--- src/rtl/mdu_scheduler.sv ---
// mdu_scheduler: multi-cycle MULT/MULTU/DIV/DIVU sequencer for the EXE stage.
// A fixed-latency multiplier or a 32-step restoring divider runs in the
// background. The HI/LO result is held until EXE advances.
// Optional feature macro: MDU_EARLY_OUT_EN. When it is defined, a divide with
// |dividend| < |divisor| (divisor non-zero) completes in the start cycle.
// Ports:
//   clk, resetn           clock, asynchronous active-low reset
//   EXE_MulDivReq/Op      request valid and op (00 MULT, 01 MULTU, 10 DIV, 11 DIVU)
//   EXE_OperandA/B        rs / rt operands
//   EXE_Wr                EXE stage register advances (consumes the result)
//   Flush_Exception       aborts any operation in flight
//   DIVMULTBusy           stall request to Control (combinational)
//   MulDiv_Valid          HI/LO result valid
//   MulDiv_HI/LO          result: product high/low, or remainder/quotient
module mdu_scheduler #(
  parameter int unsigned MUL_CYCLES = 2
) (
  input  logic        clk,
  input  logic        resetn,
  input  logic        EXE_MulDivReq,
  input  logic [1:0]  EXE_MulDivOp,
  input  logic [31:0] EXE_OperandA,
  input  logic [31:0] EXE_OperandB,
  input  logic        EXE_Wr,
  input  logic        Flush_Exception,
  output logic        DIVMULTBusy,
  output logic        MulDiv_Valid,
  output logic [31:0] MulDiv_HI,
  output logic [31:0] MulDiv_LO
);

  localparam int unsigned XLEN  = 32;
  localparam int unsigned CNT_W = 5;
  localparam logic [CNT_W-1:0] MUL_LOAD = CNT_W'(MUL_CYCLES - 1);
  localparam logic [CNT_W-1:0] DIV_LOAD = CNT_W'(31);

  typedef enum logic [1:0] {S_IDLE, S_MUL, S_DIV, S_DONE} state_e;

  state_e            state_q, state_d;
  logic [CNT_W-1:0]  cnt_q, cnt_d;
  logic [XLEN-1:0]   a_q, a_d, b_q, b_d, bmag_q, bmag_d;
  logic [XLEN-1:0]   quo_q, quo_d, rem_q, rem_d, hi_q, hi_d, lo_q, lo_d;
  logic              sgn_q, sgn_d, qneg_q, qneg_d, rneg_q, rneg_d;

  // Start-cycle decode: operand magnitudes for the signed ops
  logic            start_c, op_sgn_c, early_c;
  logic [XLEN-1:0] amag_c, bmag_c;

  assign start_c  = (state_q == S_IDLE) & EXE_MulDivReq & ~Flush_Exception;
  assign op_sgn_c = ~EXE_MulDivOp[0];
  assign amag_c   = (op_sgn_c & EXE_OperandA[XLEN-1]) ? XLEN'(-EXE_OperandA) : EXE_OperandA;
  assign bmag_c   = (op_sgn_c & EXE_OperandB[XLEN-1]) ? XLEN'(-EXE_OperandB) : EXE_OperandB;

`ifdef MDU_EARLY_OUT_EN
  assign early_c = EXE_MulDivOp[1] & (EXE_OperandB != '0) & (amag_c < bmag_c);
`else
  assign early_c = 1'b0;
`endif

  // Full 64-bit product; sign-extending the operands makes one multiplier serve both ops
  logic [2*XLEN-1:0] a_ext_c, b_ext_c, prod_c;
  assign a_ext_c = sgn_q ? {{XLEN{a_q[XLEN-1]}}, a_q} : {{XLEN{1'b0}}, a_q};
  assign b_ext_c = sgn_q ? {{XLEN{b_q[XLEN-1]}}, b_q} : {{XLEN{1'b0}}, b_q};
  assign prod_c  = a_ext_c * b_ext_c;

  // One restoring divide step: shift the next dividend bit into the partial remainder
  logic [XLEN:0]   part_c;
  logic            ge_c;
  logic [XLEN-1:0] rem_step_c, quo_step_c;
  assign part_c     = {rem_q, quo_q[XLEN-1]};
  assign ge_c       = part_c >= {1'b0, bmag_q};
  assign rem_step_c = ge_c ? XLEN'(part_c - {1'b0, bmag_q}) : part_c[XLEN-1:0];
  assign quo_step_c = {quo_q[XLEN-2:0], ge_c};

  // State register
  always_ff @(posedge clk or negedge resetn) begin
    if (!resetn) state_q <= S_IDLE;
    else         state_q <= state_d;
  end

  // Next-state logic; flush overrides everything
  always_comb begin
    state_d = state_q;
    case (state_q)
      S_IDLE: if (EXE_MulDivReq) state_d = EXE_MulDivOp[1] ? (early_c ? S_DONE : S_DIV) : S_MUL;
      S_MUL:  if (cnt_q == '0) state_d = S_DONE;
      S_DIV:  if (cnt_q == '0) state_d = S_DONE;
      S_DONE: if (EXE_Wr) state_d = S_IDLE;
      default: state_d = S_IDLE;
    endcase
    if (Flush_Exception) state_d = S_IDLE;
  end

  // Datapath / output next-values
  always_comb begin
    cnt_d  = cnt_q;
    a_d    = a_q;
    b_d    = b_q;
    bmag_d = bmag_q;
    quo_d  = quo_q;
    rem_d  = rem_q;
    hi_d   = hi_q;
    lo_d   = lo_q;
    sgn_d  = sgn_q;
    qneg_d = qneg_q;
    rneg_d = rneg_q;
    if (Flush_Exception) begin
      cnt_d = '0;
    end else begin
      case (state_q)
        S_IDLE: if (start_c) begin
          a_d    = EXE_OperandA;
          b_d    = EXE_OperandB;
          bmag_d = bmag_c;
          quo_d  = amag_c;
          rem_d  = '0;
          sgn_d  = op_sgn_c;
          qneg_d = op_sgn_c & (EXE_OperandA[XLEN-1] ^ EXE_OperandB[XLEN-1]);
          rneg_d = op_sgn_c & EXE_OperandA[XLEN-1];
          cnt_d  = EXE_MulDivOp[1] ? DIV_LOAD : MUL_LOAD;
          if (early_c) begin
            cnt_d = '0;
            hi_d  = EXE_OperandA;
            lo_d  = '0;
          end
        end
        S_MUL: begin
          if (cnt_q == '0) begin
            hi_d = prod_c[2*XLEN-1:XLEN];
            lo_d = prod_c[XLEN-1:0];
          end else begin
            cnt_d = cnt_q - CNT_W'(1);
          end
        end
        S_DIV: begin
          rem_d = rem_step_c;
          quo_d = quo_step_c;
          if (cnt_q == '0) begin
            if (b_q == '0) begin
              hi_d = a_q;
              lo_d = '1;
            end else begin
              hi_d = rneg_q ? XLEN'(-rem_step_c) : rem_step_c;
              lo_d = qneg_q ? XLEN'(-quo_step_c) : quo_step_c;
            end
          end else begin
            cnt_d = cnt_q - CNT_W'(1);
          end
        end
        default: ;
      endcase
    end
  end

  // Datapath registers
  always_ff @(posedge clk or negedge resetn) begin
    if (!resetn) begin
      cnt_q  <= '0;
      a_q    <= '0;
      b_q    <= '0;
      bmag_q <= '0;
      quo_q  <= '0;
      rem_q  <= '0;
      hi_q   <= '0;
      lo_q   <= '0;
      sgn_q  <= 1'b0;
      qneg_q <= 1'b0;
      rneg_q <= 1'b0;
    end else begin
      cnt_q  <= cnt_d;
      a_q    <= a_d;
      b_q    <= b_d;
      bmag_q <= bmag_d;
      quo_q  <= quo_d;
      rem_q  <= rem_d;
      hi_q   <= hi_d;
      lo_q   <= lo_d;
      sgn_q  <= sgn_d;
      qneg_q <= qneg_d;
      rneg_q <= rneg_d;
    end
  end

  // Busy is combinational so Control stalls in the start cycle; reset and flush mask it
  assign DIVMULTBusy  = resetn & ~Flush_Exception &
                        ((state_q == S_MUL) | (state_q == S_DIV) |
                         ((state_q == S_IDLE) & EXE_MulDivReq));
  assign MulDiv_Valid = (state_q == S_DONE);
  assign MulDiv_HI    = hi_q;
  assign MulDiv_LO    = lo_q;

endmodule

--- config.mk ---
export PLATFORM = sky130hd
export DESIGN_NAME = mdu_scheduler
export DESIGN_NICKNAME = d
export VERILOG_FILES = /design/src/rtl/mdu_scheduler.sv
export SDC_FILE = /design/constraint.sdc
export NUM_CORES = 2
export LEC_CHECK = 0
export ABC_CLOCK_PERIOD_IN_PS = 17870
export BUFFER_PORTS_ARGS = -buffer_cell sky130_fd_sc_hd__buf_2
export CAP_MARGIN = 25
export CELL_PAD_IN_SITES_DETAIL_PLACEMENT = 1
export CELL_PAD_IN_SITES_GLOBAL_PLACEMENT = 1
export CORE_MARGIN = 2
export CORE_UTILIZATION = 40
export CTS_CLUSTER_SIZE = 28
export DETAILED_ROUTE_END_ITERATION = 12
export PLACE_DENSITY = 0.72
export SETUP_SLACK_MARGIN = 0.15
export SKIP_LAST_GASP = 1
export SLEW_MARGIN = 20
export SYNTH_ARGS = -nofsm -noshare
export SYNTH_HDL_FRONTEND = slang
export SYNTH_SLANG_ARGS = --single-unit
--- constraint.sdc ---
create_clock -name clk -period 17.87 [get_ports clk]
set_input_delay 2.6805 -clock clk [delete_from_list [all_inputs] [get_ports clk]]
set_output_delay 2.6805 -clock clk [all_outputs]
set_load 0.01 [all_outputs]
==> results.cfg <==
[clock_network]
post-cts-setup-buffer-count = 0
clk_path_buf_depth = 3
cts.clk_slew.worst_paths_ns = 0.07
cts_made_buffers = 23
cts-htree-levels = 1
post_cts_resize_count = 0
tritoncts = done
cts-hold-fix-buffers = 0
clock_sinks = 233
root_buffer = clkbuf_16
clkLatencyLatePin_ns = 0.56

[floorplan]
placementRows = 146
core-area_um2 = 158000
pin_count = 137
floorplan.initialDensity_pct = 40.2
chipWidth_um = 402
die-area_um2 = 162000
die_h_um = 402

[final_layout]
mostFrequentLayoutCell = inv_1
synthToLayoutAreaGrowth_pct = 5.22
stdcell_count = 9035
layout-drive-gt1-share_pct = 5.03
fin_nets = 8779
most_frequent_cells_in_the_layout = 1589 x inv_1, 1420 x fa_1, 964 x nand2_1, 579 x and2_1, 350 x ha_1
finalInstanceArea_um2 = 66800
layout_fillers = 18500

[critical_path]
data_arrival_time_of_the_worst_path_ns = 11.17
cpLargestDelayFamily = adder cells
rrSetupSlack_ns = 7.14
worst_setup_path_start_kind = flop
critical_path.max_stage_delay_ns = 0.90
cell_with_the_biggest_individual_delay_on_the_critical_path = fa_1
critPathBufInv = 7
critical_path.reg2reg.endpoint = MulDiv_HI[30]
r2r-start = a_q[31]
critical-path-top-cell-by-count = fa_1
reg2reg_depth = 29
timing.critical_path.required_ns = 18.31
timing.critical_path.fanout_max = 42
critPathCaptureType = flop
timing.setup.critical_path_class = reg2reg

[timing]
maxSlewHeadroom_pct = 29.5
worst_clock_skew_ns = 0.0142
rsz0062_at_grt = no
final_setup_fails = 0
pin_slew_with_the_least_headroom_to_its_limit_ns = 1.05
max_clock_freq_mhz = 93.2
fin_crit_ns = 10.73
fin_tns_setup_ns = 0
final-max-slew-violation-count = 0
final_hold_viol_count = 0
timing.final.crit_share_pct = 60.0

[logic_synthesis]
asyncSetResetFlopFracSynth_pct = 100
ys_ff_latch = 233
syn_nets = 8890
synthDominantAreaCellType = fa_1
synth_top_area_share_pct = 44.8
post_synth_cell_types = 116
ys_seq_area_share_pct = 9.18
synth.avg_cell_area_um2 = 9.01
synth_enable_flop_cells = 0
netlist_top_cells_area = fa_1 45%, inv_1 9.4%, dfrtp_1 9.2%
synth_area_um2 = 63500
yosys_warnings = 0
post_synth_inst_count = 7048
synth_top_flop_cell = dfrtp_1

[detailed_routing]
first_pass_iters = 7
route.antenna.remaining_nets = 0
via_count_normalized_by_instance_count = 5.33
routedWlPerCell_um = 24.1
num_vias = 48200
detail_route.iter0.violations = 3012
drt_drc_violations_left = 0
drt_wl_total_um = 218000

[placement]
io_buffers = 136
place.detailed.hpwl_um = 180000
dp_cells = 8982
dpl_cell_area_um2 = 66100
globalplace.congestion = 0.930

[worst_hold_path]
min_path_type = reg2reg
hp-start = b_q[25]
hold_path_end = b_q[25]
min_path_cells = 2

[grt]
grt_use_total_pct = 27.7
grt_max_degree = 83
grt_overflow_total = 0
initial_antenna_violation_count = 18
grt_pass1_wl_um = 341000
vias_in_the_first_global_route = 55400

[run_status]
status = finished clean

[flow_run]
max_cap_violations = 0
worst reg2reg max path: cells and delay by family, from the launching register on:
family | cells | cell delay (ns)
simple gates | 7 | 1.04
fa+ha+maj | 11 | 6.19
flops | 1 | 0.32
compound gates | 3 | 1.27
buf+inv | 7 | 1.60
xor+xnor | 1 | 0.19
metal layers:
metal  part of all wire (%)  track usage [%]  vias up
met3                    6.0             3.35      331
met4                    4.1             10.4        4
met2                     47             45.0     1429
li1                       -                -    20900
met5                 0.0078                0        -
met1                     43             38.1    25500
logic make-up after synthesis:
logic type,count (synthesis),share of synthesized area [%]
XOR/XNOR,237,3.27
flip-flops,233,9.18
AND/OR/NAND/NOR,2002,15.3
buffers and inverters,1957,11.7
adder cells (fa/ha/maj),1775,51.7
multiplexers,26,0.422
AO/OA/AOI/OAI,818,8.31
metrics by stage:
stage	setup slack [ns]	utilization [%]	hold WS, ns
final	7.14	42.3	0.480
after global routing	6.53	42.3	0.505
after CTS	7.08	42.3	0.483
after detailed placement	7.11	41.8	0.466
after global placement	7.16	41.8	0.458
after floorplan	8.56	-	0.450
cells in the mapped netlist (7+ instances only):
master and instances:
fa_1 1420, o21bai_1 19, and3_1 40, a31o_2 9, a21oi_1 206, o41ai_1 14, o211ai_1 20, o21a_1 22
a221o_1 7, o21ai_0 244, a21o_1 66, nand2b_1 23, nand4_1 25, nor4_1 27, a211oi_1 18, inv_1 1589
a211o_1 8, a2111oi_0 7, nor2_1 174, dfrtp_1 233, o31ai_1 25, buf_2 10, xnor2_1 175, or2_2 12
nand3_1 32, buf_1 17, clkbuf_1 328, or3_1 18, nand2_1 965, nor3_1 37, or4_1 10, mux2i_1 20
a31oi_1 24, o22ai_1 32, ha_1 351, a221oi_1 8, xor2_1 62, and2_1 579, nor2b_1 12
layout make-up:
class                           instances  area [um^2]  share of cell area [%]
Antenna cell                           10         25.0                  0.0374
Clock buffer                           33          623                   0.932
Clock inverter                          8         97.6                   0.146
Inverter                             1590         5970                    8.93
Multi-Input combinational cell       4858        50300                    75.2
Sequential cell                       233         5840                    8.73
Tap cell                             2072         2590                    3.88
Timing Repair Buffer                  231         1410                    2.11
sequential cells by signal (all words and copies together) (netlist names), 2 cells and up:
register / cells
state_q: 2
MulDiv_HI: 32
MulDiv_LO: 32
rem_q: 32
b_q: 32
a_q: 32
bmag_q: 31
quo_q: 32
cnt_q: 5
worst max-delay path by stage:
stage | to | cells after the start | from
after global routing | MulDiv_HI[30] | 29 | a_q[31]
after global placement | MulDiv_HI[30] | 33 | a_q[31]
after detailed placement | MulDiv_HI[30] | 29 | a_q[31]
final | MulDiv_HI[30] | 29 | a_q[31]
after floorplan | MulDiv_HI[30] | 30 | a_q[31]
after CTS | MulDiv_HI[30] | 29 | a_q[31]
Power is not shown: default switching activity piles up to over one toggle a cycle in this logic, so the estimate is an artifact.
